===== src/rtl/booth_multiplier_seq_if.sv =====
// Operand, control and result bundle for the radix-4 Booth multiplier.
interface booth_multiplier_seq_if #(
  parameter int WIDTH = 64
);
  logic                   op_start;
  logic                   op_clear;
  logic                   signed_mode;
  logic [WIDTH-1:0]       multiplier;
  logic [WIDTH-1:0]       multiplicand;
  logic                   busy;
  logic                   op_done;
  logic [2*WIDTH-1:0]     result;

  modport master (
    output op_start, op_clear, signed_mode, multiplier, multiplicand,
    input  busy, op_done, result
  );

  modport slave (
    input  op_start, op_clear, signed_mode, multiplier, multiplicand,
    output busy, op_done, result
  );
endinterface


===== src/rtl/booth_multiplier_seq.sv =====
// Iterative radix-4 Booth multiplier, two multiplier bits retired per cycle.
// Product is ready (WIDTH+2)/2 edges after op_start; held in DONE until op_clear.
module booth_multiplier_seq #(
  parameter int WIDTH = 64
) (
  input  logic                  clk,
  input  logic                  reset_n,
  booth_multiplier_seq_if.slave bus
);
  localparam int N  = (WIDTH + 2) / 2;
  localparam int CW = (N > 2) ? $clog2(N) : 2;
  localparam int HW = WIDTH + 4;
  localparam int AW = HW + WIDTH + 3;

  localparam logic [1:0] S_IDLE = 2'd0;
  localparam logic [1:0] S_EXEC = 2'd1;
  localparam logic [1:0] S_DONE = 2'd2;

  logic [1:0]         r_state;
  logic [CW-1:0]      r_cnt;
  logic [HW-1:0]      r_mcand;
  logic [AW-1:0]      r_acc;
  logic [2*WIDTH-1:0] r_result;

  logic [HW-1:0]      w_mcand_ext;
  logic [WIDTH+1:0]   w_mplr_ext;
  logic [HW-1:0]      w_pp;
  logic [HW-1:0]      w_sum;
  logic [AW-1:0]      w_acc_nxt;

  // r_acc = {partial product (HW), multiplier (WIDTH+2), implicit 0}; the
  // extra headroom in the upper part keeps the signed add from overflowing.
  always_comb begin
    w_mcand_ext = {{4{bus.signed_mode & bus.multiplicand[WIDTH-1]}}, bus.multiplicand};
    w_mplr_ext  = {{2{bus.signed_mode & bus.multiplier[WIDTH-1]}}, bus.multiplier};
    w_pp        = '0;
    case (r_acc[2:0])
      3'b001, 3'b010: w_pp = r_mcand;
      3'b011:         w_pp = {r_mcand[HW-2:0], 1'b0};
      3'b100:         w_pp = {HW{1'b0}} - {r_mcand[HW-2:0], 1'b0};
      3'b101, 3'b110: w_pp = {HW{1'b0}} - r_mcand;
      default:        w_pp = '0;
    endcase
    w_sum     = r_acc[AW-1:WIDTH+3] + w_pp;
    w_acc_nxt = {{2{w_sum[HW-1]}}, w_sum, r_acc[WIDTH+2:2]};
  end

  always_ff @(posedge clk or negedge reset_n) begin
    if (!reset_n) begin
      r_state  <= S_IDLE;
      r_cnt    <= '0;
      r_mcand  <= '0;
      r_acc    <= '0;
      r_result <= '0;
    end else if (bus.op_clear) begin
      r_state  <= S_IDLE;
      r_result <= '0;
    end else begin
      case (r_state)
        S_IDLE: begin
          if (bus.op_start) begin
            r_mcand <= w_mcand_ext;
            r_acc   <= {{HW{1'b0}}, w_mplr_ext, 1'b0};
            r_cnt   <= CW'(N - 1);
            r_state <= S_EXEC;
          end
        end
        S_EXEC: begin
          r_acc <= w_acc_nxt;
          if (r_cnt == '0) begin
            // Product sits one bit above the implicit-zero position.
            r_result <= w_acc_nxt[2*WIDTH:1];
            r_state  <= S_DONE;
          end else begin
            r_cnt <= r_cnt - {{(CW-1){1'b0}}, 1'b1};
          end
        end
        S_DONE:  r_state <= S_DONE;
        default: r_state <= S_IDLE;
      endcase
    end
  end

  assign bus.busy    = (r_state == S_EXEC);
  assign bus.op_done = (r_state == S_DONE);
  assign bus.result  = r_result;
endmodule

===== src/flat_wrapper.sv =====
// flat-port wrapper written by rule: the top's interface ports become plain ports
module booth_multiplier_seq_flat 
#(
  parameter int WIDTH = 64
)
  (clk, reset_n, bus_op_start, bus_op_clear, bus_signed_mode, bus_multiplier, bus_multiplicand, bus_busy, bus_op_done, bus_result);
  booth_multiplier_seq_if #(.WIDTH(WIDTH)) bus_i ();
  input  logic clk;
  input  logic reset_n;
  input wire logic [$bits(bus_i.op_start)-1:0] bus_op_start;
  input wire logic [$bits(bus_i.op_clear)-1:0] bus_op_clear;
  input wire logic [$bits(bus_i.signed_mode)-1:0] bus_signed_mode;
  input wire logic [$bits(bus_i.multiplier)-1:0] bus_multiplier;
  input wire logic [$bits(bus_i.multiplicand)-1:0] bus_multiplicand;
  output wire logic [$bits(bus_i.busy)-1:0] bus_busy;
  output wire logic [$bits(bus_i.op_done)-1:0] bus_op_done;
  output wire logic [$bits(bus_i.result)-1:0] bus_result;
  assign bus_i.op_start = bus_op_start;
  assign bus_i.op_clear = bus_op_clear;
  assign bus_i.signed_mode = bus_signed_mode;
  assign bus_i.multiplier = bus_multiplier;
  assign bus_i.multiplicand = bus_multiplicand;
  assign bus_busy = bus_i.busy;
  assign bus_op_done = bus_i.op_done;
  assign bus_result = bus_i.result;
  booth_multiplier_seq #(.WIDTH(WIDTH)) u_core (.clk(clk), .reset_n(reset_n), .bus(bus_i));
endmodule

===== config.mk =====
export PLATFORM = sky130hd
export DESIGN_NAME = booth_multiplier_seq_flat
export DESIGN_NICKNAME = d
export VERILOG_FILES = /design/src/rtl/booth_multiplier_seq_if.sv /design/src/rtl/booth_multiplier_seq.sv /design/src/flat_wrapper.sv
export SDC_FILE = /design/constraint.sdc
export NUM_CORES = 1
export LEC_CHECK = 0
export BUFFER_PORTS_ARGS = -buffer_cell sky130_fd_sc_hd__buf_2
export CAP_MARGIN = 10
export CELL_PAD_IN_SITES_DETAIL_PLACEMENT = 1
export CELL_PAD_IN_SITES_GLOBAL_PLACEMENT = 2
export CORE_ASPECT_RATIO = 1.4
export CORE_MARGIN = 1
export CORE_UTILIZATION = 35
export DETAILED_ROUTE_END_ITERATION = 7
export PLACE_DENSITY = 0.83
export SETUP_SLACK_MARGIN = 0.5
export SYNTH_ARGS = -nofsm -noshare
export SYNTH_HDL_FRONTEND = slang
export SYNTH_SLANG_ARGS = --single-unit

===== constraint.sdc =====
create_clock -name clk -period 6.7 [get_ports clk]
set_input_delay 1.675 -clock clk [delete_from_list [all_inputs] [get_ports clk]]
set_output_delay 1.675 -clock clk [all_outputs]
set_load 0.02 [all_outputs]

==> out/metrics.csv, run 1 <==
metric;value;unit
# DRC;11;
Distinct cells, synth;76;
MaxCap Viol Count;0;
CTS sink count;334;
Max-slew headroom;25.2;%
CP Max Fanout;8;
Setup violations, final;0;
routed via count;19500;
r2r setup slk;670;ps
worst vdd ir;0.000250;V
CP delay by family, top;simple AND/OR/NAND/NOR gates;
CTS clk-pin slew, worst paths;70;ps
number of synthesized flops with an enable pin;0;
RSZ-0062 raised after global routing;yes;
Die Span Y;288;um
# IOs;263;
minimum clock period;6030;ps
GPL Wtd Cong;0.909;
crit-path max cell delay;660;ps
Crit. Startpoint;u_core.r_mcand[15]$_DFFE_PN0P_;
Crit path arrival time;6480;ps
IO buf count;262;
vias per cell;5.68;
die extent in x;207;um
drt initial violations;975;
final WL;79200;um
PwrDens;571;mW/mm2
hold_ws;488;ps
Critical Path Slowest Stage Cell;or4_1;
core box area;0.0578;mm2
max-slew violation count;0;
Hold Path Origin;u_core.r_acc[117]$_DFFE_PN0P_;
setup tns final;0;ps
Crit. End Element;flop;
vias in the first global route;20800;
nets;2866;
CTS tree;done;
Avg Cell Area, Syn;8.32;um2
final core occ;41.8;%
Mapped Cells;2466;
crit start category;flop;
DPL Wire Length;58500;um
Layout area overhead;17.8;%
final hold vios;0;
number of H-tree levels;2;
gr usage total;26.5;%
Routed Antenna Nets;0;
YS warnings;0;
Worst EP required;7150;ps
sequential share of the synthesized area;40.7;%
first-pass GRT wire length;122000;um
worst setup margin;667;ps
Pleak;11.0;nW
status;complete, but fails checks;
worst path cell trace;or4_1, nand4b_4, or3_4, or4_1, nor3_2, buf_4, nor2b_1, xnor2_1, o21ai_0, ha_1, and3_1, nand4_1, or4b_2, o32ai_2, o41a_1, a41oi_1, a311o_1;
root buf cell;clkbuf_16;
crit-path most repeated cell;or4_1;
grt total ovfl;0;
Routed WL per cell;23.1;um
Detailed Routing Iterations Pass 1;8;
row count;104;
Bufs and invs on worst path;1;
post-place instance area;0.0227;mm2
Worst Tran Pin Value;1110;ps
largest net degree at the start of global routing;152;
initial antenna violation count;9;
most frequent cells in the layout;nand2_1 (415), dfrtp_1 (333), buf_2 (261);
later-pin clock latency in the skew report;580;ps
die area;0.0596;mm2
Clock Skews;22.2;ps
fraction of registers with async set/reset;100;%
commonest non-fill, non-tap cell in the layout;nand2_1;
ys flop type;dfrtp_1;
violated checks;DRC;
Tcrit/Tclk final;90.0;%
Synth Cell Area;0.0205;mm2
final instance area;0.0242;mm2
dpl ws;440;ps
cts hold-fix bufs;0;
Syn Nets;2674;
Initial Util;35.5;%
worst min-delay path class;flop to flop;
Seq cells post-synth;334;
Crit Path Category;flop to flop;
CTS Buffer Depth;3;
Fmax;166;MHz
share of layout cells above drive strength 1;19.0;%
Reg-to-Reg Start;u_core.r_mcand[15]$_DFFE_PN0P_;
total CTS buffers;38;
==> report_power, final <==
part           switching [W]  internal [W]  total, W
clock network       0.000943       0.00140   0.00234
registers           0.000744       0.00261   0.00335
logic                0.00519       0.00291   0.00810
==> final timing paths <==
path,end,cells past startpoint
hold / removal,u_core.r_acc[117]$_DFFE_PN0P_,2
hold reg to reg,u_core.r_acc[117]$_DFFE_PN0P_,2
max in group asynchronous,u_core.r_acc[2]$_DFFE_PN0P_,2
setup reg to reg,u_core.r_acc[133]$_DFFE_PN0P_,17
setup / recovery,u_core.r_acc[133]$_DFFE_PN0P_,17
min in group asynchronous,u_core.bus.result[93]$_DFFE_PN0P_,1
==> cells in the mapped netlist, types with 13 or more instances <==
library cell / instances / area share, %
nor4_1: 17 / 0.52
a21o_1: 25 / 0.91
ha_1: 74 / 4.5
nor3_1: 51 / 1.2
buf_1: 17 / 0.31
nor2_1: 260 / 4.8
a22oi_1: 39 / 1.4
clkbuf_1: 161 / 2.9
o21ai_0: 179 / 4.4
xnor2_1: 67 / 2.9
or4_1: 13 / 0.48
nor2b_1: 16 / 0.49
o21bai_1: 16 / 0.59
nand2_1: 420 / 7.7
inv_1: 37 / 0.68
nand2b_1: 13 / 0.40
a22o_1: 38 / 1.6
xor2_1: 62 / 2.6
mux2_2: 65 / 3.6
nand3_1: 48 / 1.2
dfrtp_1: 334 / 41
a211oi_1: 14 / 0.51
or3_1: 35 / 1.1
nand4_1: 33 / 1.0
a21oi_1: 208 / 5.1
o22ai_1: 67 / 2.0
==> layer usage <==
metal / track usage (%) / share of wire, % / up-vias / wire length (um)
met5: 0 / 0.12 / - / 95
met4: 13.0 / 5.2 / 16 / 4110
met3: 4.15 / 4.0 / 176 / 3130
met2: 48.5 / 52 / 454 / 41200
met1: 29.6 / 39 / 9741 / 30700
li1: - / - / 9081 / -
==> cell type report <==
class | instances | area (um2)
Multi-Input combinational cell | 1914 | 11500
Sequential cell | 334 | 8360
Timing Repair Buffer | 333 | 1890
Clock inverter | 22 | 344
Clock buffer | 47 | 1010
Inverter | 37 | 139
Tap cell | 742 | 928
Fill cell | 6897 | 33600
Antenna cell | 1 | 2.50
==> flip-flops by register name, indices dropped and copies added (netlist names) <==
signal,count
u_core.r_acc,133
u_core.bus.result,128
u_core.r_mcand,65
u_core.r_cnt,6
u_core.r_state,2
==> logic make-up after synthesis <==
family	synth area share [%]
compound gates	20.3
xor+xnor	5.51
fa+ha+maj	4.61
buf+inv	4.01
flops	40.7
mux	4.06
simple gates	20.8
==> repair_timing <==
action | CTS | global route
pin swaps | 0 | 2
gates resized for setup | 3 | 20
endpoints found under the setup margin | 2 | 30
setup buffers | 0 | 2
==> tightest hold or removal path, cell delays in order, from the launching register on <==
cell	delay, ps
dfrtp_1	340
nand2_1	50
o21ai_0	60
==> stage by stage <==
stage	instances	power, W
final	3430	0.0138
after detailed placement	3358	0.0114
after floorplan	2466	0.00849
after CTS	3427	0.0138
after global routing	3430	0.0147
after global placement	3357	0.0112
(Power assumes the default switching activity.)
==> run 2: changes to the inputs <==
--- a/config.mk
+++ b/config.mk
@@ -11,9 +11,9 @@
 export CELL_PAD_IN_SITES_GLOBAL_PLACEMENT = 2
 export CORE_ASPECT_RATIO = 1.4
 export CORE_MARGIN = 1
-export CORE_UTILIZATION = 35
+export CORE_UTILIZATION = 30
 export DETAILED_ROUTE_END_ITERATION = 7
-export PLACE_DENSITY = 0.83
+export PLACE_DENSITY = 0.73
 export SETUP_SLACK_MARGIN = 0.5
 export SYNTH_ARGS = -nofsm -noshare
 export SYNTH_HDL_FRONTEND = slang
==> run 2 against run 1 <==
Compared with the run above: the flow now finishes without violations; clock skew shrank 4.8 ps; sequential cell count is the same; combinational power is essentially flat; sequential power is essentially flat; register-to-register slack gained 20 ps; critical path depth shrank 1; clock power shrank 4%; maximum frequency grew 0.36%; final area grew 1.1%; critical path type unchanged; highest routed layer unchanged.
==> out/metrics.csv, run 2 (synthesized netlist as in run 1, its figures left out) <==
metric;value;unit;change
final WL;81900;um;+3.4%
Crit path arrival time;6450;ps;-30 ps
hold_ws;492;ps;+3.20 ps
vias in the first global route;20900;;+0.13%
final core occ;36.1;%;-5.7 points
CTS clk-pin slew, worst paths;60;ps;about the same
M3 GR Usage;3.98;%;-0.17 points
net load switching power;0.00685;W;-0.39%
total CTS buffers;40;;+5.3%
Worst Tran Pin Value;1030;ps;-76.1 ps
grt total ovfl;0;;unchanged
post-place instance area;0.0229;mm2;+1.1%
root buf cell;clkbuf_16;;
share of layout cells above drive strength 1;19.7;%;+0.74 points
met1 usage;26.8;%;-2.8 points
CTS Buffer Depth;3;;unchanged
PwrDens;562;mW/mm2;-1.5%
crit start category;flop;;
Setup violations, final;0;;unchanged
vias per cell;5.47;;-3.7%
CTS sink count;334;;unchanged
worst min-delay path class;flop to flop;;
max reg flops;133;;unchanged
CTS tree;done;;
crit-path max cell delay;650;ps;about the same
commonest non-fill, non-tap cell in the layout;nand2_1;;
clock power share;16.3;%;-0.7 points
Bufs and invs on worst path;0;;-1
busiest grt layer;met2;;
worst setup margin;689;ps;+21.8 ps
Layout area overhead;19.1;%;
Top reg by flops;u_core.r_acc;;
Clock Skews;17.4;ps;-4.81 ps
final hold vios;0;;unchanged
Initial Util;30.3;%;-5.2 points
Crit. End Element;flop;;
worst path cell trace;or4_1, nand4b_4, or3_4, or4_1, or4_1, nand2_1, xor2_1, o21ai_0, ha_1, and3_1, nand4_1, or4b_2, o32ai_2, o41a_1, a41oi_1, a311o_1;;
DPL Wire Length;59800;um;+2.1%
Detailed Routing Iterations Pass 1;5;;-3
Die Span Y;311;um;+8.0%
Routed WL per cell;22.9;um;-0.75%
later-pin clock latency in the skew report;580;ps;about the same
Reg power frac;24.5;%;+0.2 points
# IOs;263;;unchanged
Crit Path Category;flop to flop;;
dpl ws;482;ps;+41.7 ps
setup tns final;0;ps;unchanged
routed via count;19500;;+0.32%
RSZ-0062 raised after global routing;yes;;
Tcrit/Tclk final;89.7;%;-0.33 points
status;finished clean;;
minimum clock period;6010;ps;-21.8 ps
drt initial violations;974;;-0.10%
crit-path most repeated cell;or4_1;;
nets;2887;;+0.73%
Pint;0.00689;W;-0.32%
final instance area;0.0244;mm2;+1.1%
cts hold-fix bufs;0;;unchanged
met2 GRT Util;43.1;%;-5.4 points
die area;0.0695;mm2;+17%
Critical Path Slowest Stage Cell;or4b_2;;
first-pass GRT wire length;126000;um;+4.0%
largest net degree at the start of global routing;113;;-26%
most frequent cells in the layout;nand2_1 (415), dfrtp_1 (333), buf_2 (260);;
number of H-tree levels;2;;unchanged
Max-slew headroom;31.3;%;+6.0 points
worst vdd ir;0.000260;V;+3.9%
initial antenna violation count;14;;+5
Fmax;166;MHz;+0.36%
CP delay by family, top;simple AND/OR/NAND/NOR gates;;
core box area;0.0677;mm2;+17%
Pleak;11.0;nW;+0.79%
die extent in x;223;um;+7.9%
gr usage total;23.5;%;-3.1 points
Comb power frac;59.1;%;+0.4 points
row count;113;;+8.7%
Routed Antenna Nets;0;;unchanged
# DRC;0;;-11
fill count;7976;;+16%
Worst EP required;7140;ps;about the same
switching portion of total power;49.9;%;about the same
IO buf count;262;;unchanged
CP Max Fanout;8;;unchanged
MaxCap Viol Count;0;;unchanged
GPL Wtd Cong;0.933;;+2.6%
max-slew violation count;0;;unchanged
## run 2: power groups by stage
stage	combinational, W	clock [W]	sequential, W
3_5_place_dp	0.00811	0	0.00337
4_1_cts	0.00815	0.00232	0.00335
3_3_place_gp	0.00797	0	0.00334
6_report	0.00813	0.00225	0.00337
2_1_floorplan	0.00543	0	0.00306
5_1_grt	0.00894	0.00239	0.00346
## run 2: worst paths after layout
path	startpoint	endpoint	slack [ps]	cells after the start
setup / recovery	u_core.r_mcand[15]$_DFFE_PN0P_	u_core.r_acc[133]$_DFFE_PN0P_	690	16
hold / removal	u_core.r_acc[67]$_DFFE_PN0P_	u_core.r_acc[67]$_DFFE_PN0P_	490	2
setup reg to reg	u_core.r_mcand[15]$_DFFE_PN0P_	u_core.r_acc[133]$_DFFE_PN0P_	690	16
hold reg to reg	u_core.r_acc[67]$_DFFE_PN0P_	u_core.r_acc[67]$_DFFE_PN0P_	490	2
max in group asynchronous	reset_n	u_core.r_acc[48]$_DFFE_PN0P_	4130	2
min in group asynchronous	reset_n	u_core.bus.result[92]$_DFFE_PN0P_	1170	1
## run 2: worst reg2reg max path, delay by kind of cell, from the launching register on
family                   cells  cell delay [ps]
AND/OR/NAND/NOR              9             3720
AO/OA/AOI/OAI                5             1090
adder cells (fa/ha/maj)      1              480
flip-flops                   1              450
XOR/XNOR                     1              150
## run 2: final cells by class
class                   instances  area (um2)  area share, %
multi-input cells            1914       11500           47.1
flip-flops and latches        334        8360           34.2
repair buffers                352        2020           8.28
clock buffers                  60        1190           4.86
well taps                     862        1080           4.41
inverters                      37         139          0.568
clock inverters                11         125          0.512
diodes                          2        5.00         0.0205
## run 2: metrics by stage
stage,cells,total power [W]
4_1_cts,3562,0.0138
6_report,3572,0.0137
5_1_grt,3571,0.0148
2_1_floorplan,2466,0.00849
3_5_place_dp,3491,0.0115
3_3_place_gp,3491,0.0113
## run 2: repair_timing
| item | CTS | global route |
|---|---|---|
| pin swaps | 0 | 4 |
| resized for setup | 2 | 28 |
| endpoints found under the setup margin | 2 | 48 |
| setup buffers | 0 | 8 |
## run 2: per-layer routing
metal / wire length [um] / vias up
li1: - / 9127
met1: 32700 / 9837
met2: 42500 / 384
met3: 3160 / 160
met4: 3390 / 22
met5: 131 / -
